File: src/rtl/memory_requester.sv
// memory_requester
//   Initiator for a memory_bank. It takes one line-sized read or write request
//   at a time over a valid/ready handshake. It holds address and data on the
//   bank for MEMORY_LATENCY cycles and pulses the bank write strobe in the last
//   of those cycles for writes. It then returns a one-cycle response that
//   carries the line read, or the written data for writes.
//
// Ports
//   clk, reset        : single rising-edge clock, synchronous active-high reset
//   req_valid/ready   : request handshake; ready only in IDLE and not in reset
//   req_write         : 1 = write line, 0 = read line
//   req_addr/req_data : line address and write data (data ignored for reads)
//   resp_valid        : one-cycle completion pulse
//   resp_write        : echo of the completed request's req_write
//   resp_data         : line read, or the written data for writes
//   mem_addr/data_in  : held toward the bank while the request is in flight
//   mem_write         : bank write strobe, last busy cycle of a write only
//   mem_data_out      : combinational read data from the bank at mem_addr
module memory_requester #(
  parameter int MEMORY_LINE_LENGTH  = 256,
  parameter int MEMORY_ADDRESS_SIZE = 2,
  parameter int MEMORY_LATENCY      = 5
) (
  input  logic                           clk,
  input  logic                           reset,
  input  logic                           req_valid,
  output logic                           req_ready,
  input  logic                           req_write,
  input  logic [0:MEMORY_ADDRESS_SIZE-1] req_addr,
  input  logic [0:MEMORY_LINE_LENGTH-1]  req_data,
  output logic                           resp_valid,
  output logic                           resp_write,
  output logic [0:MEMORY_LINE_LENGTH-1]  resp_data,
  output logic [0:MEMORY_ADDRESS_SIZE-1] mem_addr,
  output logic [0:MEMORY_LINE_LENGTH-1]  mem_data_in,
  output logic                           mem_write,
  input  logic [0:MEMORY_LINE_LENGTH-1]  mem_data_out
);

  typedef enum logic [1:0] {IDLE, BUSY, RESP} state_t;

  // Counter reload value: BUSY lasts MEMORY_LATENCY cycles, counting down to 0.
  localparam logic [7:0] CNT_LOAD = 8'(MEMORY_LATENCY - 1);

  state_t                           state_q, state_d;
  logic [7:0]                       cnt_q, cnt_d;
  logic                             wr_q, wr_d;
  logic [0:MEMORY_ADDRESS_SIZE-1]   addr_q, addr_d;
  logic [0:MEMORY_LINE_LENGTH-1]    data_q, data_d;
  logic                             mem_write_q, mem_write_d;
  logic                             resp_valid_q, resp_valid_d;
  logic                             resp_write_q, resp_write_d;
  logic [0:MEMORY_LINE_LENGTH-1]    resp_data_q, resp_data_d;

  always_comb begin
    state_d      = state_q;
    cnt_d        = cnt_q;
    wr_d         = wr_q;
    addr_d       = addr_q;
    data_d       = data_q;
    resp_write_d = resp_write_q;
    resp_data_d  = resp_data_q;
    resp_valid_d = 1'b0;
    mem_write_d  = 1'b0;
    case (state_q)
      IDLE: begin
        if (req_valid) begin
          state_d = BUSY;
          cnt_d   = CNT_LOAD;
          wr_d    = req_write;
          addr_d  = req_addr;
          data_d  = req_data;
          // With a one-cycle latency the first BUSY cycle is also the last.
          mem_write_d = req_write && (CNT_LOAD == 8'd0);
        end
      end
      BUSY: begin
        if (cnt_q == 8'd0) begin
          // Closing edge of the last BUSY cycle: bank commits / read captured.
          state_d      = RESP;
          resp_valid_d = 1'b1;
          resp_write_d = wr_q;
          resp_data_d  = wr_q ? data_q : mem_data_out;
        end else begin
          cnt_d = cnt_q - 8'd1;
          // Strobe is registered, so raise it when entering the counter==0 cycle.
          mem_write_d = wr_q && (cnt_q == 8'd1);
        end
      end
      RESP: begin
        state_d = IDLE;
      end
      default: begin
        state_d = IDLE;
      end
    endcase
  end

  always_ff @(posedge clk) begin
    if (reset) begin
      state_q      <= IDLE;
      cnt_q        <= 8'd0;
      wr_q         <= 1'b0;
      addr_q       <= '0;
      data_q       <= '0;
      mem_write_q  <= 1'b0;
      resp_valid_q <= 1'b0;
      resp_write_q <= 1'b0;
      resp_data_q  <= '0;
    end else begin
      state_q      <= state_d;
      cnt_q        <= cnt_d;
      wr_q         <= wr_d;
      addr_q       <= addr_d;
      data_q       <= data_d;
      mem_write_q  <= mem_write_d;
      resp_valid_q <= resp_valid_d;
      resp_write_q <= resp_write_d;
      resp_data_q  <= resp_data_d;
    end
  end

  // Reset gates ready and the write strobe directly so that a write whose
  // commit edge coincides with reset never reaches the bank.
  assign req_ready   = (state_q == IDLE) && !reset;
  assign mem_write   = mem_write_q && !reset;
  assign mem_addr    = addr_q;
  assign mem_data_in = data_q;
  assign resp_valid  = resp_valid_q;
  assign resp_write  = resp_write_q;
  assign resp_data   = resp_data_q;

endmodule

File: config.mk
export PLATFORM = sky130hd
export DESIGN_NAME = memory_requester
export DESIGN_NICKNAME = d
export VERILOG_FILES = /design/src/rtl/memory_requester.sv
export SDC_FILE = /design/constraint.sdc
export NUM_CORES = 1
export LEC_CHECK = 0
export ABC_AREA = 1
export ABC_CLOCK_PERIOD_IN_PS = 4150
export BUFFER_PORTS_ARGS = -buffer_cell sky130_fd_sc_hd__buf_2
export CORE_AREA = 2 2 398 400
export CTS_CLUSTER_DIAMETER = 30
export DETAILED_ROUTE_END_ITERATION = 8
export DIE_AREA = 0 0 400 402
export SETUP_SLACK_MARGIN = 0.15
export SYNTH_ARGS = -nofsm -noshare
export SYNTH_HDL_FRONTEND = slang
export SYNTH_SLANG_ARGS = --single-unit
export TNS_END_PERCENT = 100
File: constraint.sdc
create_clock -name clk -period 4.15 [get_ports clk]
set_input_delay 0.415 -clock clk [delete_from_list [all_inputs] [get_ports clk]]
set_output_delay 0.415 -clock clk [all_outputs]
set_load 0.005 [all_outputs]
* Yosys cells after proc, flatten, opt, wreduce, memory -nomap -nowiden *
Cells that the tools add are included.

word-level totals
  register bits = 528
  input bits = 518
  output and inout port bits = 518
  word-level logic and storage cells = 37

operators by class
  add/subtract/negate cells = 1
  eq/ne operators = 5
  mux-type cells = 8
  bitwise logic cells = 1
  reduce and logical (&&, ||, !) cells = 13

operators with widths
  cell                 count
  $mux 256             1
  $mux 8               2
  $pmux 8 s2           1
  $eq 8x1->1 const B   1
  $logic_not 8->1      1
  $sub 8x1->8 const B  1
  $ne 2x2->1 const B   3
  $reduce_and 2->1     3
  $mux 2               2
  $pmux 2 s2           1
  $logic_and 1x1->1    3
  $reduce_and 3->1     1
  $reduce_or 3->1      1
  $eq 2x1->1 const B   1
  $logic_not 2->1      1
  $reduce_bool 2->1    1
  $reduce_or 2->1      1
  $logic_not 1->1      1
  $mux 1               1
  $not 1->1            1

* Longest topological paths before layout *
  word-level depth = 3
  depth in mapped cells = 10
  gate-level depth less buffers = 9

* Least setup slack after synthesis *
Ideal clock, no wire load.

  kind = register -> register
  from = register cnt_q[0]
  to = register resp_data_q, in the netlist resp_data[171]
  setup time = 0.124 ns
  arrival time = 1.475 ns
  required time = 4.026 ns
  slack = 2.550 ns
  stages on the path, launching flop included = 10
  path buffers = 2
  period minus slack after synthesis = 1.600 ns
  cells stage by stage = dfxtp_1 -> inv_1 -> ha_1 -> nand3_2 -> nor2_4 -> nand2_2 -> clkinv_4 -> buf_6 -> buf_2 -> a21oi_2

between the ends
  word-level cells in the longest chain between the ends = 2

ends and longest elaborated chain
  item                        line  source
  from (decl)                 46    logic [7:0] cnt_q, cnt_d;
  from (signal assigned)      112   cnt_q <= cnt_d;
  $logic_not 8->1             78    if (cnt_q == 8'd0) begin
  $reduce_and 2->1 (no line)  n/a
  to (signal assigned)        119   resp_data_q <= resp_data_d;
  to (decl)                   53    logic [0:MEMORY_LINE_LENGTH-1] resp_data_q, resp_data_d;

No other way between the ends.
A chain may end at the register's enable or synchronous reset.

* Worst setup path after layout *
  from = register cnt_q[0]
  to = register resp_data_q, in the netlist resp_data[144]

Same word-level chain as after synthesis.

==> results.yml <==
synth:
  syn_avg_cell_area_um2: 8.94
  ys_warn_count: 0
  synth_top_cell_area_share_pct: 50.1
  post_synth_xor_area_fraction_pct: 0.0415
  syn-instance-count: 2361
  synth_top_family_by_area: "compound AO/OA/AOI/OAI gates"
  synth_compound_area_share_pct: 21.4
  ys_types: 29
  synth-simple-area-share_pct: 10.5
  synth_area_leaders: "dfxtp_1 (50%), mux2i_1 (12%), nor2_1 (9.6%)"
  yosysTopAreaCell: "dfxtp_1"
  synth-seq-cells: 528
  syn_area_um2: 21100
  synth_mux_area_share_pct: 12.1
  seq_area_frac_synth_pct: 50.1
  syn_nets: 2881
  synthAdderAreaFrac_pct: 0.119
placement:
  dp_hpwl_um: 98400
  port_buffers: 1035
  routabilityCongestion: 0.969
cells_and_area:
  multi_input_comb_area_um2: 9350
  ff_latch_area_um2: 10600
  fill_cells: 16800
  final_util_pct: 24.5
  drive_above_1_share_pct: 38.4
  synthToLayoutAreaGrowth_pct: 82.6
  nNetsFinal: 4385
grt:
  overflow: 0
  grt_pass1_wl_um: 175000
  grt_util_all_layers_pct: 15.4
  grt_pass1_vias: 23400
  antenna_found_initial: 31
  grt_max_degree: 193
worst_setup_path:
  r2r-end: "resp_data[144]"
  cp-start-kind: "flop"
  r2r_start: "cnt_q[0]"
  end_kind: "flop"
  critPathRequiredTime_ps: 4770
  critPathArrivalTime_ps: 3260
  reg2reg_depth: 9
  ff2ff_setup_slack_ps: 1510
  critPathKind: "reg2reg"
  cp_max_fo: 192
clock_tree:
  clock_sinks: 528
  clkLatencyLatePin_ps: 760
  cts-root-buf: "clkbuf_16"
  cts_tree: "built"
  postCtsHoldBufs: 461
  cts_resized: 0
  postCtsSetupRepairBufs: 0
  clkTransAtPathRegs_ps: 40
  htree_levels: 4
  cts_buffer_depth: 3
  cts_buffers: 154
sta:
  slew_headroom_pct: 36.3
  period_minus_slack_ps: 2640
  timing.hold.ws_ps: 58.9
  post-route-period-util_pct: 63.6
  worst_slew_pin_slew_ps: 945
  grt_setup_unrepaired: "no"
  fmax_mhz: 379
  tns_ps: 0
  drv_slew: 0
  clock_skew_ps: 44.7
  setup_violations: 0
  hold_violations: 0
flow_run:
  cap_viol_max_count: 0
power:
  p_leak_nw: 17.0
  p_per_area_nw_per_um2: 621
  ir_drop_v: 0.000349
routing:
  num_vias: 24100
  initialDrtViolationCount: 1808
  routed_wl_um: 131000
  first_pass_iters: 5
  viasPerCell: 3.96
  final_antenna_net_count: 0
  drc: 0
  route.detailed.wl_per_inst_um: 21.5
floorplan:
  io_pins: 1036
  die_h_um: 402
  dieWidth_um: 400
  die_area_um2: 161000
  rows: 146
  coreArea_um2: 157000
  start_util_pct: 13.4
min_path:
  hold_end: "resp_data[90]"
  min_from: "mem_data_out[90]"
  min_path_type: "in2reg"
  min_path_cells: 3
outcome:
  status: "finished clean"
where the power goes:
group	total [mW]	internal, mW	leakage (nW)	switching [mW]
Sequential	6.66	5.96	4.35	0.698
Clock	12.4	8.54	2.70	3.82
Combinational	4.93	1.93	10.0	3.00
Total	24.0	16.4	17.0	7.52
layout make-up:
type / count / share of cell area (%)
diodes: 20 / 0.130
multi-input cells: 1619 / 24.3
flip-flops and latches: 528 / 27.4
clock buffers: 207 / 11.6
repair buffers: 1547 / 26.8
clock inverters: 73 / 2.83
inverters: 15 / 0.253
well taps: 2072 / 6.73
cells in the final DEF, fill, tap and decap left out:
master         netlist  routed
buf_4                9      39
xor2_1               1       1
nand2_2              2       2
o21ai_0            316     316
or2_2                1       1
inv_2                3       2
inv_8                0       2
dfxtp_1            528     527
dfxtp_4              0       1
nor2_4               1       1
clkinv_16            0      10
clkbuf_16            0     156
nor4_1               1       1
nand3_2              2       1
o21ai_1            203     203
clkinvlp_4           0      12
a21oi_1             98      98
mux2i_1            256     256
clkbuf_8             0      37
nor2_2               2       2
clkinv_8             0       1
clkbuf_1            87      14
nand3_1              7       7
nor3_1               2       2
inv_1               10      10
nand3_4              0       1
a21oi_2            164     164
clkinv_2             0      31
bufinv_16            0      16
buf_12               0      12
buf_2               67    1035
nand2_1             22      22
nand4_1              1       1
diode_2              0      20
nor2_1             538     538
dlygate4sd3_1        0     461
ha_1                 2       2
inv_16               0       4
logic make-up (layout without fill, tap and decap cells):
| kind of cell | after synthesis | after routing |
|---|---|---|
| compound gates | 781 | 781 |
| simple gates | 579 | 579 |
| flops | 528 | 528 |
| mux | 256 | 256 |
| buf+inv | 214 | 1842 |
| fa+ha+maj | 2 | 2 |
| xor+xnor | 1 | 1 |
| other cells | 0 | 20 |
worst max-delay path, cell delays in order, from the launching register on:
cell,delay (ps)
dfxtp_1,380
inv_1,100
ha_1,250
nand3_2,140
nor2_4,60
nand2_2,210
clkinv_16,360
buf_12,460
o21ai_1,190
a21oi_2,40
state kept, by name, summed over array words and instances (netlist names):
signal	cells
cnt_q	8
mem_addr	2
mem_data_in	256
mem_write_q	1
resp_data	256
resp_valid	1
resp_write	1
state_q	2
wr_q	1
routing by layer:
layer  global-route usage [%]  wire length [um]  up-vias
met5                        0                63        -
met4                     7.31              6400       12
met3                     4.90             10400      298
met2                     24.8             59800     1131
met1                     18.3             53800    11500
li1                         -                 -    11200
worst max path at each step:
stage	start	slack, ps	to
floorplan	cnt_q[0]	2550	resp_data[171]
detailed placement	cnt_q[0]	1620	resp_data[144]
global placement	cnt_q[0]	1680	resp_data[144]
finish	cnt_q[0]	1510	resp_data[144]
global route	cnt_q[0]	1350	resp_data[150]
CTS	cnt_q[0]	1580	resp_data[134]
stage by stage:
step	power (mW)	setup WS (ps)	cell area [um2]	instances
floorplan	8.84	2550	21100	2361
global placement	11.3	1680	28300	5320
detailed placement	11.3	1620	28300	5320
CTS	24.3	1580	38500	6061
global route	25.0	1350	38500	6063
finish	24.0	1510	38500	6081
cell usage after synthesis, drive strengths merged:
| library cell | count |
|---|---|
| nor2 | 541 |
| dfxtp | 528 |
| o21ai | 519 |
| a21oi | 262 |
| mux2i | 256 |
| buf | 112 |
| clkbuf | 87 |
| nand2 | 24 |
| inv | 13 |
| nand3 | 9 |
| clkinv | 2 |
| ha | 2 |
| nor3 | 2 |
| nand4 | 1 |
| nor4 | 1 |
| or2 | 1 |
| xor2 | 1 |
Note: power is estimated with default switching activity, not from simulation.
